File: src/rtl/vga_pkg.sv
// 640x480 @ 60 Hz raster constants and the 12-bit colour palette shared
// between the timing generator and the pixel/game controllers.
package vga_pkg;

  localparam int VGA_PIX_DIV     = 4;
  localparam int VGA_H_TOTAL     = 800;
  localparam int VGA_H_SYNC      = 96;
  localparam int VGA_H_VIS_START = 144;
  localparam int VGA_H_VIS_END   = 783;
  localparam int VGA_V_TOTAL     = 525;
  localparam int VGA_V_SYNC      = 2;
  localparam int VGA_V_VIS_START = 35;
  localparam int VGA_V_VIS_END   = 514;

  localparam int CNT_W = 10;

  localparam logic [11:0] COLOR_BLACK  = 12'h000;
  localparam logic [11:0] COLOR_WHITE  = 12'hFFF;
  localparam logic [11:0] COLOR_RED    = 12'hF00;
  localparam logic [11:0] COLOR_GREEN  = 12'h0F0;
  localparam logic [11:0] COLOR_BLUE   = 12'h00F;
  localparam logic [11:0] COLOR_YELLOW = 12'hFF0;

endpackage

File: src/rtl/vga_timing_gen_if.sv
// Raster bus from the timing generator (master) to the pixel/game
// controllers (slave).
interface vga_timing_gen_if;
  import vga_pkg::*;

  logic [CNT_W-1:0] hCount;
  logic [CNT_W-1:0] vCount;
  logic             hSync;
  logic             vSync;
  logic             bright;
  logic             pix_en;
  logic             frame_tick;
  logic             move_tick;

  modport master (
    output hCount, vCount, hSync, vSync, bright, pix_en, frame_tick, move_tick
  );

  modport slave (
    input hCount, vCount, hSync, vSync, bright, pix_en, frame_tick, move_tick
  );

endinterface

File: src/rtl/tick_div.sv
// Modulo-N counter advancing on en; tick is the combinational terminal-count
// pulse, so the caller acts on the same edge the counter wraps.
module tick_div #(
  parameter int N = 4,
  parameter int W = (N > 1) ? $clog2(N) : 1
) (
  input  logic clk,
  input  logic rst,
  input  logic en,
  output logic tick
);

  logic [W-1:0] cnt_reg;

  assign tick = en && (cnt_reg == W'(N - 1));

  always_ff @(posedge clk) begin
    if (rst) begin
      cnt_reg <= '0;
    end else if (en) begin
      cnt_reg <= tick ? '0 : cnt_reg + W'(1);
    end
  end

endmodule

File: src/rtl/vga_timing_gen.sv
// VGA raster generator: pixel-rate h/v counters with registered sync/bright
// decode, plus frame and motion ticks for the game logic.
module vga_timing_gen
  import vga_pkg::*;
#(
  parameter int PIX_DIV     = VGA_PIX_DIV,
  parameter int H_TOTAL     = VGA_H_TOTAL,
  parameter int H_SYNC      = VGA_H_SYNC,
  parameter int H_VIS_START = VGA_H_VIS_START,
  parameter int H_VIS_END   = VGA_H_VIS_END,
  parameter int V_TOTAL     = VGA_V_TOTAL,
  parameter int V_SYNC      = VGA_V_SYNC,
  parameter int V_VIS_START = VGA_V_VIS_START,
  parameter int V_VIS_END   = VGA_V_VIS_END,
  parameter int MOVE_FRAMES = 1
) (
  input  logic              clk,
  input  logic              rst,
  vga_timing_gen_if.master  vga
);

  logic             advance;
  logic             move_tick;
  logic [CNT_W-1:0] h_reg, h_next;
  logic [CNT_W-1:0] v_reg, v_next;
  logic             hsync_reg, vsync_reg, bright_reg;
  logic             pix_en_reg, frame_tick_reg;
  logic             h_vis_next, v_vis_next;

  tick_div #(.N(PIX_DIV)) u_pix_div (
    .clk  (clk),
    .rst  (rst),
    .en   (1'b1),
    .tick (advance)
  );

  // frame_cnt lives here; move_tick shares the clk of the frame_tick it counts
  tick_div #(.N(MOVE_FRAMES), .W(8)) u_move_div (
    .clk  (clk),
    .rst  (rst),
    .en   (frame_tick_reg),
    .tick (move_tick)
  );

  always_comb begin
    h_next = h_reg;
    v_next = v_reg;
    if (advance) begin
      if (h_reg == CNT_W'(H_TOTAL - 1)) begin
        h_next = '0;
        v_next = (v_reg == CNT_W'(V_TOTAL - 1)) ? '0 : v_reg + CNT_W'(1);
      end else begin
        h_next = h_reg + CNT_W'(1);
      end
    end
  end

  assign h_vis_next = (h_next >= CNT_W'(H_VIS_START)) && (h_next <= CNT_W'(H_VIS_END));
  assign v_vis_next = (v_next >= CNT_W'(V_VIS_START)) && (v_next <= CNT_W'(V_VIS_END));

  // Decode from the next counter values so syncs/bright move with the counters
  always_ff @(posedge clk) begin
    if (rst) begin
      h_reg          <= '0;
      v_reg          <= '0;
      hsync_reg      <= 1'b0;
      vsync_reg      <= 1'b0;
      bright_reg     <= 1'b0;
      pix_en_reg     <= 1'b0;
      frame_tick_reg <= 1'b0;
    end else begin
      h_reg          <= h_next;
      v_reg          <= v_next;
      hsync_reg      <= (h_next >= CNT_W'(H_SYNC));
      vsync_reg      <= (v_next >= CNT_W'(V_SYNC));
      bright_reg     <= h_vis_next && v_vis_next;
      pix_en_reg     <= advance;
      frame_tick_reg <= advance && (h_next == '0) && (v_next == CNT_W'(V_VIS_END + 1));
    end
  end

  assign vga.hCount     = h_reg;
  assign vga.vCount     = v_reg;
  assign vga.hSync      = hsync_reg;
  assign vga.vSync      = vsync_reg;
  assign vga.bright     = bright_reg;
  assign vga.pix_en     = pix_en_reg;
  assign vga.frame_tick = frame_tick_reg;
  assign vga.move_tick  = move_tick;

endmodule
File: src/flat_wrapper.sv
// flat-port wrapper written by rule: the top's interface ports become plain ports
module vga_timing_gen_flat import vga_pkg::*;
#(
  parameter int PIX_DIV     = VGA_PIX_DIV,
  parameter int H_TOTAL     = VGA_H_TOTAL,
  parameter int H_SYNC      = VGA_H_SYNC,
  parameter int H_VIS_START = VGA_H_VIS_START,
  parameter int H_VIS_END   = VGA_H_VIS_END,
  parameter int V_TOTAL     = VGA_V_TOTAL,
  parameter int V_SYNC      = VGA_V_SYNC,
  parameter int V_VIS_START = VGA_V_VIS_START,
  parameter int V_VIS_END   = VGA_V_VIS_END,
  parameter int MOVE_FRAMES = 1
)
  (clk, rst, vga_hCount, vga_vCount, vga_hSync, vga_vSync, vga_bright, vga_pix_en, vga_frame_tick, vga_move_tick);
  vga_timing_gen_if vga_i ();
  input  logic clk;
  input  logic rst;
  output wire logic [$bits(vga_i.hCount)-1:0] vga_hCount;
  output wire logic [$bits(vga_i.vCount)-1:0] vga_vCount;
  output wire logic [$bits(vga_i.hSync)-1:0] vga_hSync;
  output wire logic [$bits(vga_i.vSync)-1:0] vga_vSync;
  output wire logic [$bits(vga_i.bright)-1:0] vga_bright;
  output wire logic [$bits(vga_i.pix_en)-1:0] vga_pix_en;
  output wire logic [$bits(vga_i.frame_tick)-1:0] vga_frame_tick;
  output wire logic [$bits(vga_i.move_tick)-1:0] vga_move_tick;
  assign vga_hCount = vga_i.hCount;
  assign vga_vCount = vga_i.vCount;
  assign vga_hSync = vga_i.hSync;
  assign vga_vSync = vga_i.vSync;
  assign vga_bright = vga_i.bright;
  assign vga_pix_en = vga_i.pix_en;
  assign vga_frame_tick = vga_i.frame_tick;
  assign vga_move_tick = vga_i.move_tick;
  vga_timing_gen #(.PIX_DIV(PIX_DIV), .H_TOTAL(H_TOTAL), .H_SYNC(H_SYNC), .H_VIS_START(H_VIS_START), .H_VIS_END(H_VIS_END), .V_TOTAL(V_TOTAL), .V_SYNC(V_SYNC), .V_VIS_START(V_VIS_START), .V_VIS_END(V_VIS_END), .MOVE_FRAMES(MOVE_FRAMES)) u_core (.clk(clk), .rst(rst), .vga(vga_i));
endmodule
File: config.mk
export PLATFORM = sky130hd
export DESIGN_NAME = vga_timing_gen_flat
export DESIGN_NICKNAME = d
export VERILOG_FILES = /design/src/rtl/vga_pkg.sv /design/src/rtl/vga_timing_gen_if.sv /design/src/rtl/tick_div.sv /design/src/rtl/vga_timing_gen.sv /design/src/flat_wrapper.sv
export SDC_FILE = /design/constraint.sdc
export NUM_CORES = 1
export LEC_CHECK = 0
export BUFFER_PORTS_ARGS = -buffer_cell sky130_fd_sc_hd__buf_2
export CAP_MARGIN = 0
export CORE_ASPECT_RATIO = 0.75
export CORE_MARGIN = 2
export CORE_UTILIZATION = 50
export CTS_BUF_LIST = sky130_fd_sc_hd__clkbuf_16
export CTS_CLUSTER_SIZE = 14
export DETAILED_ROUTE_END_ITERATION = 8
export PLACE_DENSITY = 0.76
export SYNTH_ARGS = -nofsm -noshare
export SYNTH_HDL_FRONTEND = slang
export SYNTH_SLANG_ARGS = --single-unit
File: constraint.sdc
create_clock -name clk -period 3.3 [get_ports clk]
set_input_delay 0.99 -clock clk [delete_from_list [all_inputs] [get_ports clk]]
set_output_delay 0.99 -clock clk [all_outputs]
set_load 0.03 [all_outputs]
==> summary.txt <==
Worst hold path
  • Hold Path Class: reg -> reg

STA
  • Final worst path period share: slightly above 80%
  • Peak Freq: around 370 MHz
  • RSZ-0062 raised after global routing: no
  • Final Hold Fails: 0
  • Max transition margin: roughly 67%
  • Final count of negative-setup-slack endpoints: 0
  • Worst-Margin Slew: ~500 ps
  • Final TNS setup: 0 ps
  • Skew final: between 5 and 6 ps
  • Min Tclk post-route: 2710 ps
  • Slew Limit Fails: 0
  • Setup ws final: 589 ps

Setup path
  • Worst-path fanout max: 15
  • Crit path DAT: 2870 ps
  • Startpoint type of the worst setup path: flop
  • CP endpoint kind: flop
  • Crit Path Category: reg -> reg
  • Critical Path RT: between 3000 and 4000 ps

Floorplanning
  • Row Count: 19
  • Die ar.: 4210 µm²
  • Core ar.: between 3000 and 4000 µm²
  • Initial Util: about half
  • I/O pins: 28
  • Die Y: ~57 µm
  • Die W: around 74 µm

Pwr
  • VDD IR max: 0.000247 V
  • Pwr/cell area: between 400 and 500 nW/µm²
  • Lkg Pwr: about 0.00085 µW

Outcome
  • Run status: completed

Synth
  • Synth Area per Inst: between 8 and 9 µm²
  • Post-synth EDFFs: 0
  • Cell taking the most area after synthesis: dfxtp_1
  • Synth Instances: 220
  • Synthesized flop and latch total: 35
  • Post-synth cell types: 43
  • XOR/XNOR share of the synthesized area: ~8%
  • Synth Area in Compound Gates: between 10% and 20%
  • Yosys top cell area share: between 30% and 40%
  • Simple-gate area share of the yosys netlist: between 30% and 40%
  • Post-synthesis sequential area ratio: 37.9%
  • Largest family of logic cells by synthesized area: simple AND/OR/NAND/NOR gates
  • Post-Synth Adder-Cell Area: between 4 and 5%
  • Mux share of post-synthesis cell area: less than 1%
  • Most used flip-flop cell after synthesis: dfxtp_1
  • Synth warn: 0
  • Post-synthesis net count: approximately 230
  • Synth area leaders: dfxtp_1 38%, nor2_1 6.1%, xnor2_1 4.3%, ha_1 4.1%, nand3_1 3.8%
  • Asr flop ratio synth: 0%
  • Mapped Area: 1850 µm²

Layout
  • Final core occ: about 60%
  • Share of cells above drive strength 1: 18.5%
  • Area grow syn2layout: 16.8%
  • Fillers: roughly 340
  • Antenna diode count: 0
  • Nets: 255
  • Commonest non-fill, non-tap cell in the layout: dfxtp_1
  • Most frequent cells in the layout: 35 x dfxtp_1, 30 x nor2_1, 27 x buf_2

Routing
  • 1st-iter DRT viols: 72
  • Number of iterations in the first detailed-routing pass: 5
  • WL final: roughly 4000 µm
  • DRC: 0
  • Vias per cell: 5.54
  • Routed Antenna Nets: 0
  • Detailed-route via count: roughly 1.7k
  • Wire per inst: roughly 13 µm

Clocking
  • TritonCTS Buffers: 5
  • # hold bufs at CTS: 0
  • Resized cells post-CTS: 0
  • CTS sink count: 35
  • # Post-CTS Setup Buffers: 0
  • Clock buffer depth: 2
  • H-tree Lvls: 2
  • CTS tree: done
  • CTS root buf: clkbuf_16
  • Clock latency on the worst-skew pair: 280 ps
  • Worst-path clk slew: 50 ps

Placement
  • Final estimated routing congestion in global placement: a little under 0.9
  • Pre-CTS setup slack: ~630 ps
  • Dpl hpwl: about 2800 µm
  • Port Buffers: 27

GRT
  • Congestion Overflow GR: 0
  • Pin count of the biggest net entering global routing: 20
  • GRT Util Overall: roughly a fifth
  • First-pass GRT wire length: between 6000 and 7000 µm
  • Number of global-route vias before repair: 1349
  • Initial antenna violation count: 0

Flow run
  • Max Cap Viol: 0
-- kinds of logic after synthesis --
family          after synthesis
simple gates                110
flops                        35
compound gates               33
buf+inv                      18
xor+xnor                     17
fa+ha+maj                     6
mux                           1
-- cells in the mapped netlist (4+ instances only) --
master,number
a21oi_1,11
o21ai_0,4
dfxtp_1,35
nor2_1,30
nor4_1,7
a31oi_1,4
clkbuf_1,5
nand2_1,18
nand3_1,14
inv_1,9
xor2_1,8
xnor2_1,9
nor3_1,13
nand2b_1,5
ha_1,6
-- final cells by class --
cell class	count	area [µm²]	share of cell area, %
clock inverter	3	11.3	0.521
sequential	35	701	32.4
tap	52	65.1	3.01
timing repair buffer	29	150	6.95
multi-input combinational	167	1070	49.7
inverter	9	33.8	1.56
clock buffer	5	125	5.79
-- metal layers --
metal / vias to the layer above / global-route usage (%) / wire [µm]
li1: 844 / - / -
met1: 773 / 28.2 / 2040
met2: 38 / 27.6 / 1670
met3: 7 / 4.85 / 167
met4: 0 / 10.7 / 76
met5: - / 0 / 0
-- metrics by stage --
step	hold WS [ps]	cells	power (µW)	area, µm²
6_report	436	300	897	2160
5_1_grt	457	300	932	2160
4_1_cts	436	300	909	2160
3_5_place_dp	429	292	466	2020
3_3_place_gp	411	292	466	2020
2_1_floorplan	404	220	459	1850
-- final timing paths --
path | from | endpoint | slack (ps) | cells after the start
worst min-delay path | u_core.u_pix_div.cnt_reg[0] | u_core.u_pix_div.cnt_reg[0] | 440 | 1
worst min register to register | u_core.u_pix_div.cnt_reg[0] | u_core.u_pix_div.cnt_reg[0] | 440 | 1
worst max register to register | u_core.u_pix_div.cnt_reg[0] | u_core.vga.bright | 590 | 9
worst max-delay path | u_core.u_pix_div.cnt_reg[0] | u_core.vga.bright | 590 | 9
-- report_power, final --
group | switching, µW | internal, µW | total (µW)
clock | 168 | 271 | 440
combinational | 17.1 | 9.32 | 26.4
sequential | 2.99 | 428 | 431
-- critical path, stage by stage (launching register included) --
cell,delay [ps]
dfxtp_1,330
ha_1,380
and4_1,360
nand4_2,110
buf_4,200
or4_1,530
and4_1,240
o211a_1,250
nand3b_1,110
a211oi_2,70
(Power assumes the default switching activity.)
